--- src/rtl/vend_change.sv ---
// Newspaper vending controller: accumulates coin credit, vends once the price is met,
// then pays back any remainder one nickel per dispenser acknowledge.
module vend_change #(
  parameter int PRICE    = 3,
  parameter int CREDIT_W = 5
) (
  input  logic                clock,
  input  logic                reset,
  input  logic [1:0]          coin,
  input  logic                cancel,
  input  logic                change_ack,
  output logic                newspaper,
  output logic                change_nickel,
  output logic [CREDIT_W-1:0] credit,
  output logic                coin_reject
);

  localparam int SUM_W = CREDIT_W + 1;
  localparam logic [SUM_W-1:0]    PRICE_SUM = SUM_W'(PRICE);
  localparam logic [CREDIT_W-1:0] PRICE_CR  = CREDIT_W'(PRICE);
  localparam logic [CREDIT_W-1:0] ONE_CR    = CREDIT_W'(1);

  typedef enum logic [1:0] {IDLE, COLLECT, VEND, RETURN} state_t;

  state_t              state_reg, state_next;
  logic [CREDIT_W-1:0] credit_reg, credit_next;
  logic [1:0]          coin_q;
  logic                coin_reject_reg, coin_reject_next;
  logic                coin_event;
  logic [2:0]          coin_value;
  logic [SUM_W-1:0]    sum;

  // A held coin only counts on its first cycle.
  assign coin_event = (coin != 2'd0) && (coin_q == 2'd0);

  always_comb begin
    case (coin)
      2'd1:    coin_value = 3'd1;
      2'd2:    coin_value = 3'd2;
      2'd3:    coin_value = 3'd5;
      default: coin_value = 3'd0;
    endcase
  end

  // One bit wider than credit so the price compare can never see a wrapped value.
  assign sum = {1'b0, credit_reg} + SUM_W'(coin_event ? coin_value : 3'd0);

  always_comb begin
    state_next       = state_reg;
    credit_next      = credit_reg;
    coin_reject_next = 1'b0;
    case (state_reg)
      IDLE: begin
        credit_next = '0;
        if (coin_event) begin
          credit_next = sum[CREDIT_W-1:0];
          state_next  = (sum >= PRICE_SUM) ? VEND : COLLECT;
        end
      end
      COLLECT: begin
        credit_next = sum[CREDIT_W-1:0];
        if (sum >= PRICE_SUM) state_next = VEND;
        else if (cancel)      state_next = RETURN;
      end
      VEND: begin
        coin_reject_next = coin_event;
        credit_next      = credit_reg - PRICE_CR;
        state_next       = (credit_reg != PRICE_CR) ? RETURN : IDLE;
      end
      RETURN: begin
        coin_reject_next = coin_event;
        if (credit_reg == '0) begin
          state_next = IDLE;
        end else if (change_ack) begin
          credit_next = credit_reg - ONE_CR;
          if (credit_reg == ONE_CR) state_next = IDLE;
        end
      end
      default: begin
        state_next  = IDLE;
        credit_next = '0;
      end
    endcase
  end

  always_ff @(posedge clock or negedge reset) begin
    if (!reset) begin
      state_reg       <= IDLE;
      credit_reg      <= '0;
      coin_q          <= 2'd0;
      coin_reject_reg <= 1'b0;
    end else begin
      state_reg       <= state_next;
      credit_reg      <= credit_next;
      coin_q          <= coin;
      coin_reject_reg <= coin_reject_next;
    end
  end

  assign newspaper     = (state_reg == VEND);
  assign change_nickel = (state_reg == RETURN);
  assign credit        = credit_reg;
  assign coin_reject   = coin_reject_reg;

endmodule

--- config.mk ---
export PLATFORM = sky130hd
export DESIGN_NAME = vend_change
export DESIGN_NICKNAME = d
export VERILOG_FILES = /design/src/rtl/vend_change.sv
export SDC_FILE = /design/constraint.sdc
export NUM_CORES = 1
export LEC_CHECK = 0
export CAP_MARGIN = 20
export CORE_UTILIZATION = 50
export DETAILED_ROUTE_END_ITERATION = 6
export MAX_ROUTING_LAYER = met4
export PLACE_DENSITY = 0.79
export SKIP_LAST_GASP = 1
export SYNTH_ARGS = -nofsm -noshare
export SYNTH_HDL_FRONTEND = slang
export SYNTH_SLANG_ARGS = --single-unit
--- constraint.sdc ---
create_clock -name clock -period 2.8 [get_ports clock]
set_input_delay 0.28 -clock clock [delete_from_list [all_inputs] [get_ports clock]]
set_output_delay 0.28 -clock clock [all_outputs]
set_load 0.005 [all_outputs]
==> metrics <==
CP Data Arrival Time=2.62 ns; YS warnings=0; slowest CP cell=a2111oi_0; DRT iter0 DRCs=13; mean post-synth cell area=9.24 um^2; fill count=113; hpwl dp=1.23 mm; Avg WL per Cell=14.3 um; FP Rows=13; Placer Congestion=0.896; combinational power share=0.565; Worst Path Required=2.93 ns; Syn Nets=95; drt drc=0; crit path buf inv count=0; Vias=621; final period utilization=0.891; 1st-pass router iterations=4; number of inserted diodes=0; CP max FO=5; Max Cap Violations=0; status=complete, no violations; IO buf count=13; slowest stage delay, CP=0.51 ns; io pins=14; fraction of layout cells with a size suffix above 1=0.115; Die Height=40.7 um; Synth cell types=31; sequential area share after synthesis=0.334; final setup fails=0; CTS H-tree depth=1; Clk network pwr share=0.124; Fin. Hold Viols=0; Routed Antenna Nets=0; switching power=0.424 mW; max reg flops=5; GRT Overall Usage=0.231; Crit. End Element=flop; PD cells=1100 nW/um^2; part of the power in registers=0.311; worst rel slew slack=0.634; WS Path Type=reg -> reg; Die X=40.7 um; TNS Setup=0 ns; core area=1350 um^2; Pleak=0.414 nW; largest net degree at the start of global routing=15; clock skew=0.00251 ns; Startpoint Class=flop; fmax=0.401 GHz; fin nets=111; clk sinks=10; postcts setup bufs=0; critical-path cell list=nor2_1 > nand2_1 > or2_2 > fa_1 > xnor2_1 > a2111oi_0 > and3_1 > o21ai_0; Mapped Cells=81; Die Footprint=1660 um^2; switch share=0.416; Syn Std Cell Area=748 um^2; minimum clock period=2.50 ns; initial antenna violation count=0; Yosys reg bits=10; clock-pin transition on the worst setup and hold timing paths=0.06 ns; HP Class=in -> async; routed wire length=1.59 mm; CTS Buf Count=3; area grow syn2layout=23.6%; RSZ-0062 raised after global routing=no; clock root buffer=clkbuf_4; Worst VDD drop=511 uV; Final Core Density=0.685; measured slew at the worst slew-check pin=0.535 ns; Hold Buf Count CTS=0; global-route wire length before repair=2.35 mm; fin. max-slew vios=0; CP top delay family=simple AND/OR/NAND/NOR gates; via/cell ratio=5.59; worst reg-to-reg setup slack=0.30 ns; total grt overflow=0; clk_lat worst skew=0.26 ns; Int Power=0.596 mW; Post-CTS Resized=0; vias in the first global route=524; Initial Util=0.554; clock buffer depth=2; CTS tree=built
power groups by stage:
stage,clock network (mW),logic (mW),registers [mW]
after floorplan,0,0.419,0.266
after CTS,0.132,0.576,0.318
after global placement,0,0.560,0.320
final,0.127,0.576,0.317
after global routing,0.140,0.643,0.331
after detailed placement,0,0.573,0.320
kinds of logic after synthesis:
family	share of synthesized area
and+or+nand+nor	0.226
AOI/OAI and AO/OA	0.197
DFF	0.334
adders and majority gates	0.144
buffers and inverters	0.0368
xor gates and xnor gates	0.0468
muxes	0.0150
final timing paths:
check                                    startpoint                  endpoint  depth (start not counted)
worst max-delay path            coin_q[1]$_DFF_PN0_  state_reg[1]$_DFFE_PN0P_                          8
worst max register to register  coin_q[1]$_DFF_PN0_  state_reg[1]$_DFFE_PN0P_                          8
worst min register to register  coin_q[0]$_DFF_PN0_     coin_reject$_DFF_PN0_                          2
worst min-delay path                          reset     coin_reject$_DFF_PN0_                          1
max in group asynchronous                     reset  state_reg[0]$_DFFE_PN0P_                          1
min in group clock                          coin[1]       coin_q[1]$_DFF_PN0_                          1
stage by stage:
| stage | hold WS (ns) | instances | total power [mW] | setup WS [ns] | area, um^2 |
|---|---|---|---|---|---|
| detailed placement | 0.578 | 107 | 0.893 | 0.164 | 888 |
| finish | 0.330 | 111 | 1.02 | 0.304 | 925 |
| CTS | 0.329 | 111 | 1.03 | 0.355 | 925 |
| global placement | 0.573 | 107 | 0.880 | 0.215 | 888 |
| global route | 0.364 | 111 | 1.11 | 0.221 | 925 |
| floorplan | -0.0156 | 81 | 0.685 | 0.557 | 748 |
layout by cell type, fill, tap and decap left out, types with 2 or more instances in the layout:
cell	instances
nor2_1	4
a211oi_1	2
nand2_1	6
and3_1	3
xnor2_1	2
xor2_1	2
a21oi_1	6
inv_1	5
clkdlybuf4s50_1	13
nor2b_1	2
or2_2	3
dfrtp_1	10
ha_1	7
nand3_1	2
and2_1	3
nor3_1	3
o21ai_0	5
nand3b_1	2
clkbuf_4	3
final cells by class:
cell class	count	area (um^2)	area share
multi-input cells	64	470	0.509
inverters	5	18.8	0.0203
repair buffers	13	130	0.141
clock buffers	4	36.3	0.0392
flip-flops and latches	10	250	0.271
well taps	15	18.8	0.0203
Yosys cell counts:
cell       count  share of area
a221oi_1       1          0.012
nor3_1         3          0.020
dfrtp_1       10           0.33
a221o_1        1          0.013
and2_1         3          0.025
nor2b_1        2          0.017
nand3_1        2          0.013
or2_2          3          0.025
a31oi_1        1         0.0084
ha_1           7           0.12
buf_2          1         0.0067
a2111oi_0      1          0.012
and3_1         3          0.025
nor2_1         4          0.020
a21oi_1        6          0.040
xor2_1         2          0.023
nand2_1        6          0.030
or4b_4         1          0.018
xnor2_1        2          0.023
a21boi_4       1          0.025
nand3b_1       2          0.020
fa_1           1          0.027
o21ai_0        5          0.033
nor4b_1        1          0.012
clkbuf_1       1         0.0050
a211oi_1       2          0.020
a21o_1         1          0.010
o21a_1         1          0.010
o31a_2         1          0.013
inv_1          5          0.025
mux2_2         1          0.015
layer usage:
metal,global-route usage,wire (um)
met1,0.306,810
met2,0.349,716
met3,0.0978,61
met4,0,0
met5,-,0
worst reg2reg max path, delay by kind of cell (launching register included):
family / cells / cell delay [ns]
compound gates: 2 / 0.58
flops: 1 / 0.37
fa+ha+maj: 1 / 0.44
simple gates: 4 / 0.82
xor+xnor: 1 / 0.16
No activity file was read; power rests on OpenSTA's default activity.
